<file path="src/rtl/fetch_redirect_if.sv">
// Request/control bundle between hazard/decode/CP0 logic (master) and the fetch redirect controller (slave).
interface fetch_redirect_if;
  logic        stallReq;
  logic        brReq;
  logic [31:0] brOffset;
  logic        jReq;
  logic [25:0] jIndex;
  logic        jrReq;
  logic [31:0] jrTarget;
  logic        eretReq;
  logic [31:0] epc;
  logic        excReq;

  logic        stall;
  logic        isBranch;
  logic [31:0] branchAddr;
  logic        isJump;
  logic [25:0] jumpAddr;
  logic        isJumpReg;
  logic [31:0] jumpRegAddr;
  logic        flush;
  logic [31:0] redirectCount;

  modport master (
    output stallReq, brReq, brOffset, jReq, jIndex, jrReq, jrTarget, eretReq, epc, excReq,
    input  stall, isBranch, branchAddr, isJump, jumpAddr, isJumpReg, jumpRegAddr, flush, redirectCount
  );

  modport slave (
    input  stallReq, brReq, brOffset, jReq, jIndex, jrReq, jrTarget, eretReq, epc, excReq,
    output stall, isBranch, branchAddr, isJump, jumpAddr, isJumpReg, jumpRegAddr, flush, redirectCount
  );
endinterface

</file>
<file path="src/rtl/fetch_redirect_ctrl.sv">
// Turns redirect pulses and hazard stalls into the fetch stage's one-hot control set; zero latency.
// A redirect arriving under stall is held until stallReq drops; exceptions override stall and flush.
module fetch_redirect_ctrl #(
  parameter logic [31:0] EXC_VECTOR   = 32'h0000_4180,
  parameter int unsigned FLUSH_CYCLES = 2
) (
  input  logic           clk,
  input  logic           reset,
  fetch_redirect_if.slave bus
);

  typedef enum logic [1:0] {RUN, PEND, EXC} state_t;
  typedef enum logic [1:0] {K_BR, K_J, K_JR, K_ERET} kind_t;

  localparam logic [3:0] FLUSH_LOAD = 4'(FLUSH_CYCLES - 1);

  state_t      state, state_nxt;
  kind_t       pend_kind, pend_kind_nxt;
  logic [31:0] pend_op, pend_op_nxt;
  logic [3:0]  flush_cnt, flush_cnt_nxt;
  logic [31:0] count;

  kind_t       req_kind, iss_kind;
  logic [31:0] req_op, iss_op;
  logic        req_vld, iss_vld, exc_take, stall_c, flush_c;

  // Non-exception request selection; lower-priority pulses are simply dropped.
  always_comb begin
    req_vld  = 1'b1;
    req_kind = K_BR;
    req_op   = '0;
    if (bus.eretReq) begin
      req_kind = K_ERET;
      req_op   = bus.epc;
    end else if (bus.jrReq) begin
      req_kind = K_JR;
      req_op   = bus.jrTarget;
    end else if (bus.jReq) begin
      req_kind = K_J;
      req_op   = {6'b0, bus.jIndex};
    end else if (bus.brReq) begin
      req_kind = K_BR;
      req_op   = bus.brOffset;
    end else begin
      req_vld  = 1'b0;
    end
  end

  always_comb begin
    state_nxt     = state;
    pend_kind_nxt = pend_kind;
    pend_op_nxt   = pend_op;
    flush_cnt_nxt = flush_cnt;
    iss_vld       = 1'b0;
    iss_kind      = K_BR;
    iss_op        = '0;
    exc_take      = 1'b0;
    stall_c       = 1'b0;
    flush_c       = 1'b0;

    if (bus.excReq) begin
      exc_take      = 1'b1;
      pend_kind_nxt = K_BR;
      pend_op_nxt   = '0;
      if (FLUSH_CYCLES > 1) begin
        state_nxt     = EXC;
        flush_cnt_nxt = FLUSH_LOAD;
      end else begin
        state_nxt     = RUN;
        flush_cnt_nxt = '0;
      end
    end else begin
      case (state)
        RUN: begin
          if (bus.stallReq) begin
            stall_c = 1'b1;
            if (req_vld) begin
              pend_kind_nxt = req_kind;
              pend_op_nxt   = req_op;
              state_nxt     = PEND;
            end
          end else if (req_vld) begin
            iss_vld  = 1'b1;
            iss_kind = req_kind;
            iss_op   = req_op;
          end
        end
        PEND: begin
          stall_c = bus.stallReq;
          if (!bus.stallReq) begin
            iss_vld       = 1'b1;
            iss_kind      = pend_kind;
            iss_op        = pend_op;
            pend_kind_nxt = K_BR;
            pend_op_nxt   = '0;
            state_nxt     = RUN;
          end
        end
        EXC: begin
          stall_c = bus.stallReq;
          flush_c = 1'b1;
          if (flush_cnt <= 4'd1) begin
            flush_cnt_nxt = '0;
            state_nxt     = RUN;
          end else begin
            flush_cnt_nxt = flush_cnt - 4'd1;
          end
        end
        default: state_nxt = RUN;
      endcase
    end
  end

  always_ff @(posedge clk) begin
    if (reset) begin
      state     <= RUN;
      pend_kind <= K_BR;
      pend_op   <= '0;
      flush_cnt <= '0;
      count     <= '0;
    end else begin
      state     <= state_nxt;
      pend_kind <= pend_kind_nxt;
      pend_op   <= pend_op_nxt;
      flush_cnt <= flush_cnt_nxt;
      if (iss_vld || exc_take) count <= count + 32'd1;
    end
  end

  // Every output is forced low while reset is asserted.
  assign bus.stall         = !reset && stall_c;
  assign bus.isBranch      = !reset && iss_vld && (iss_kind == K_BR);
  assign bus.branchAddr    = bus.isBranch ? iss_op : '0;
  assign bus.isJump        = !reset && iss_vld && (iss_kind == K_J);
  assign bus.jumpAddr      = bus.isJump ? iss_op[25:0] : '0;
  assign bus.isJumpReg     = !reset && (exc_take || (iss_vld && (iss_kind == K_JR || iss_kind == K_ERET)));
  assign bus.jumpRegAddr   = !bus.isJumpReg ? '0 : (exc_take ? EXC_VECTOR : iss_op);
  assign bus.flush         = !reset && (exc_take || flush_c || (iss_vld && iss_kind == K_ERET));
  assign bus.redirectCount = reset ? '0 : count;

endmodule

</file>
<file path="src/flat_wrapper.sv">
// flat-port wrapper written by rule: the top's interface ports become plain ports
module fetch_redirect_ctrl_flat 
#(
  parameter logic [31:0] EXC_VECTOR   = 32'h0000_4180,
  parameter int unsigned FLUSH_CYCLES = 2
)
  (clk, reset, bus_stallReq, bus_brReq, bus_brOffset, bus_jReq, bus_jIndex, bus_jrReq, bus_jrTarget, bus_eretReq, bus_epc, bus_excReq, bus_stall, bus_isBranch, bus_branchAddr, bus_isJump, bus_jumpAddr, bus_isJumpReg, bus_jumpRegAddr, bus_flush, bus_redirectCount);
  fetch_redirect_if bus_i ();
  input  logic clk;
  input  logic reset;
  input wire logic [$bits(bus_i.stallReq)-1:0] bus_stallReq;
  input wire logic [$bits(bus_i.brReq)-1:0] bus_brReq;
  input wire logic [$bits(bus_i.brOffset)-1:0] bus_brOffset;
  input wire logic [$bits(bus_i.jReq)-1:0] bus_jReq;
  input wire logic [$bits(bus_i.jIndex)-1:0] bus_jIndex;
  input wire logic [$bits(bus_i.jrReq)-1:0] bus_jrReq;
  input wire logic [$bits(bus_i.jrTarget)-1:0] bus_jrTarget;
  input wire logic [$bits(bus_i.eretReq)-1:0] bus_eretReq;
  input wire logic [$bits(bus_i.epc)-1:0] bus_epc;
  input wire logic [$bits(bus_i.excReq)-1:0] bus_excReq;
  output wire logic [$bits(bus_i.stall)-1:0] bus_stall;
  output wire logic [$bits(bus_i.isBranch)-1:0] bus_isBranch;
  output wire logic [$bits(bus_i.branchAddr)-1:0] bus_branchAddr;
  output wire logic [$bits(bus_i.isJump)-1:0] bus_isJump;
  output wire logic [$bits(bus_i.jumpAddr)-1:0] bus_jumpAddr;
  output wire logic [$bits(bus_i.isJumpReg)-1:0] bus_isJumpReg;
  output wire logic [$bits(bus_i.jumpRegAddr)-1:0] bus_jumpRegAddr;
  output wire logic [$bits(bus_i.flush)-1:0] bus_flush;
  output wire logic [$bits(bus_i.redirectCount)-1:0] bus_redirectCount;
  assign bus_i.stallReq = bus_stallReq;
  assign bus_i.brReq = bus_brReq;
  assign bus_i.brOffset = bus_brOffset;
  assign bus_i.jReq = bus_jReq;
  assign bus_i.jIndex = bus_jIndex;
  assign bus_i.jrReq = bus_jrReq;
  assign bus_i.jrTarget = bus_jrTarget;
  assign bus_i.eretReq = bus_eretReq;
  assign bus_i.epc = bus_epc;
  assign bus_i.excReq = bus_excReq;
  assign bus_stall = bus_i.stall;
  assign bus_isBranch = bus_i.isBranch;
  assign bus_branchAddr = bus_i.branchAddr;
  assign bus_isJump = bus_i.isJump;
  assign bus_jumpAddr = bus_i.jumpAddr;
  assign bus_isJumpReg = bus_i.isJumpReg;
  assign bus_jumpRegAddr = bus_i.jumpRegAddr;
  assign bus_flush = bus_i.flush;
  assign bus_redirectCount = bus_i.redirectCount;
  fetch_redirect_ctrl #(.EXC_VECTOR(EXC_VECTOR), .FLUSH_CYCLES(FLUSH_CYCLES)) u_core (.clk(clk), .reset(reset), .bus(bus_i));
endmodule
</file>
<file path="config.mk">
export PLATFORM = sky130hd
export DESIGN_NAME = fetch_redirect_ctrl_flat
export DESIGN_NICKNAME = d
export VERILOG_FILES = /design/src/rtl/fetch_redirect_if.sv /design/src/rtl/fetch_redirect_ctrl.sv /design/src/flat_wrapper.sv
export SDC_FILE = /design/constraint.sdc
export NUM_CORES = 1
export LEC_CHECK = 0
export CAP_MARGIN = 30
export CORE_MARGIN = 1
export CORE_UTILIZATION = 29
export DETAILED_ROUTE_END_ITERATION = 16
export PLACE_DENSITY = 0.58
export SLEW_MARGIN = 15
export SYNTH_ARGS = -nofsm -noshare
export SYNTH_HDL_FRONTEND = slang
export SYNTH_SLANG_ARGS = --single-unit
</file>
<file path="constraint.sdc">
create_clock -name clk -period 3.11 [get_ports clk]
set_input_delay 0.622 -clock clk [delete_from_list [all_inputs] [get_ports clk]]
set_output_delay 0.622 -clock clk [all_outputs]
set_load 0.005 [all_outputs]
</file>
==> out/results.ini, run 1 <==
[layout]
antenna_cells=0
register_area_um2=1440
stdcell_count=1295
synthToLayoutAreaGrowth_pct=72.2
n_fill_cell=1839
nets=1194
layout-drive-gt1-share_pct=15.1
multi_input_area_um2=3660
fin_area_um2=9240

[timing]
finalWorstSetupSlack_ns=0.0358
final_hold_viol_count=0
finalCritPeriodShare_pct=98.8
setup_viol=0
finClkSkew_ns=0.00880
maxSlewViolCount=0
tns_ns=0
fmax_mhz=325
timing.slew.headroom_pct=57.5
worst_pin_slew_ns=0.638
fin_crit_ns=3.07

[flow_run]
cap_violations=0

[clock_tree]
ctsHtreeMaxLevel=3
cts_tree=yes
cts.sinks=72
clk_latency_ns=0.35
numCtsBuffers=9
cts.path.max_buffers=2
clk_pin_slew_ns=0.06
clock-root-buffer=clkbuf_16

[detailed_routing]
routedWlPerCell_um=17.6
vias=6669
antenna_left=0
drc=0
via_per_inst=5.15
wl_um=22800
first_pass_iters=5
drt_iter0_drc=255

[yosys]
syn_avg_cell_area_um2=7.00
synth_top_cell_area_share_pct=26.8
syn_area_um2=5370
yosysMostFrequentCell=a21oi_1
synth_largest_area_cell=dfxtp_1
ys_async_sr_fraction_pct=0
yosys-top-cells-area=dfxtp_1 (27%), a21oi_1 (12%), o21ai_0 (5.4%)
synth_cell_types=50
yosys_register_bits=72
syn-instance-count=767
yosys_warnings=0
syn-num-nets=900
seq_area_frac_synth_pct=26.8
synth_common_cells=a21oi_1 (133), dfxtp_1 (72), nand2_1 (70)
ys.flop_type=dfxtp_1
synth_edf_count=0

[place]
pre_cts_ws_ns=-0.492
place_area_um2=8560
place_hpwl_um=16800
gp_congestion=0.968
dp.cells=1262
placement.io_buffers=256

[worst_setup_path]
crit_type=in -> out
required_ns=2.49
startpoint_type=input port
cp.arrival_ns=2.45
path_max_fanout=13
cp-end-kind=primary output

[global_routing]
grt_use_total_pct=23.5
grt.overflow.total=0
antenna_found_initial=1
grt_pass1_vias=6546
grt_pass1_wl_um=35600
grt_max_degree=69

[die]
dieHeight_um=138
core_region_area_um2=18000
io_pins=257
die_x_um=138
rows=49
start_util_pct=29.8
dieArea_um2=19100

[worst_hold_path]
hp-class=reg -> reg

[outcome]
status=finished clean

[power_and_ir_drop]
power_leakage_nw=3.80
fin_total_pwr_mw=3.08
powerDensity_nw_per_um2=333
ir_worst_vdd_mv=0.394

-- placed cells by master (no fill, tap or decap), types with 9 or more instances in the layout --
master	netlist	routed
clkbuf_16	0	9
a21oi_1	133	126
nand3b_1	23	23
dfxtp_1	72	71
o21ai_0	58	50
nor2_1	65	62
or3_1	11	9
buf_6	5	9
a221oi_1	23	21
clkdlybuf4s50_1	0	157
nor2b_1	39	38
nand4_1	10	10
buf_12	0	9
dlygate4sd2_1	0	86
buf_4	0	72
inv_1	35	35
and2_1	26	26
mux2_1	11	11
nor3_1	13	12
nand2_1	70	69
a22oi_1	12	11
-- sequential cells by signal, indices dropped and copies added (netlist names) --
name              count
u_core.state          2
u_core.count         32
u_core.pend_kind      2
u_core.pend_op       32
u_core.flush_cnt      4
-- critical path, stage by stage --
cell,delay [ns]
clkdlybuf4s50_1,0.43
or2_2,0.31
or3_4,0.40
buf_4,0.16
buf_8,0.14
a21oi_1,0.13
dlygate4sd2_1,0.25
-- final timing paths --
kind                            depth (start not counted)            endpoint  slack, ns               start
worst min-delay path                                    2  u_core.pend_op[16]       0.46  u_core.pend_op[16]
worst max register to register                          5    u_core.count[24]       1.11     u_core.count[0]
worst max-delay path                                    7  bus_jumpRegAddr[4]       0.04        bus_stallReq
worst min register to register                          2  u_core.pend_op[16]       0.46  u_core.pend_op[16]
-- logic make-up after synthesis --
group	count (synthesis)	share of synthesized area [%]
muxes	19	3.94
and+or+nand+nor	306	30.8
buffers and inverters	102	8.04
AOI/OAI and AO/OA	260	28.9
xor gates and xnor gates	5	0.816
adders and majority gates	3	0.699
DFF	72	26.8
-- where the power goes --
group / switching [mW] / leakage, nW / internal, mW / total [mW]
logic: 0.341 / 3.03 / 0.382 / 0.723
clock network: 0.448 / 0.186 / 0.949 / 1.40
registers: 0.0183 / 0.583 / 0.943 / 0.961
-- layer usage --
metal | GRT usage, % | share of wire [%] | up-vias
met3 | 7.24 | 6.9 | 31
met5 | 0 | 0.057 | -
met1 | 28.0 | 43 | 3077
met2 | 40.6 | 48 | 220
li1 | - | - | 3339
met4 | 6.19 | 2.1 | 2
-- layout make-up --
cell class	instances	share of cell area (%)
tap	229	3.10
multi-input combinational	593	39.6
sequential	72	15.6
timing repair buffer	350	36.0
clock buffer	9	2.44
clock inverter	7	1.80
inverter	35	1.42
-- through the flow --
stage | util [%] | hold slack (ns)
finish | 51.3 | 0.456
global route | 51.3 | 0.470
CTS | 50.8 | 0.456
detailed placement | 47.5 | 0.447
global placement | 47.5 | 0.435
floorplan | - | 0.427
-- timing repair --
| action | 4_1_cts | 5_1_grt |
|---|---|---|
| endpoints found under the setup margin | 92 | 24 |
| gates resized for setup | 143 | 24 |
| pin swaps | 7 | 2 |
| setup buffers | 12 | 1 |
| cloned | 4 | 0 |
| hold buffers | 0 | 0 |
Note: power is estimated with default switching activity, not from simulation.
==> run 2: changes to the inputs <==
- ABC_CLOCK_PERIOD_IN_PS: not set -> 3110
==> results of run 2 <==
The final DEF is identical to that of run 1; final timing and power are the same.
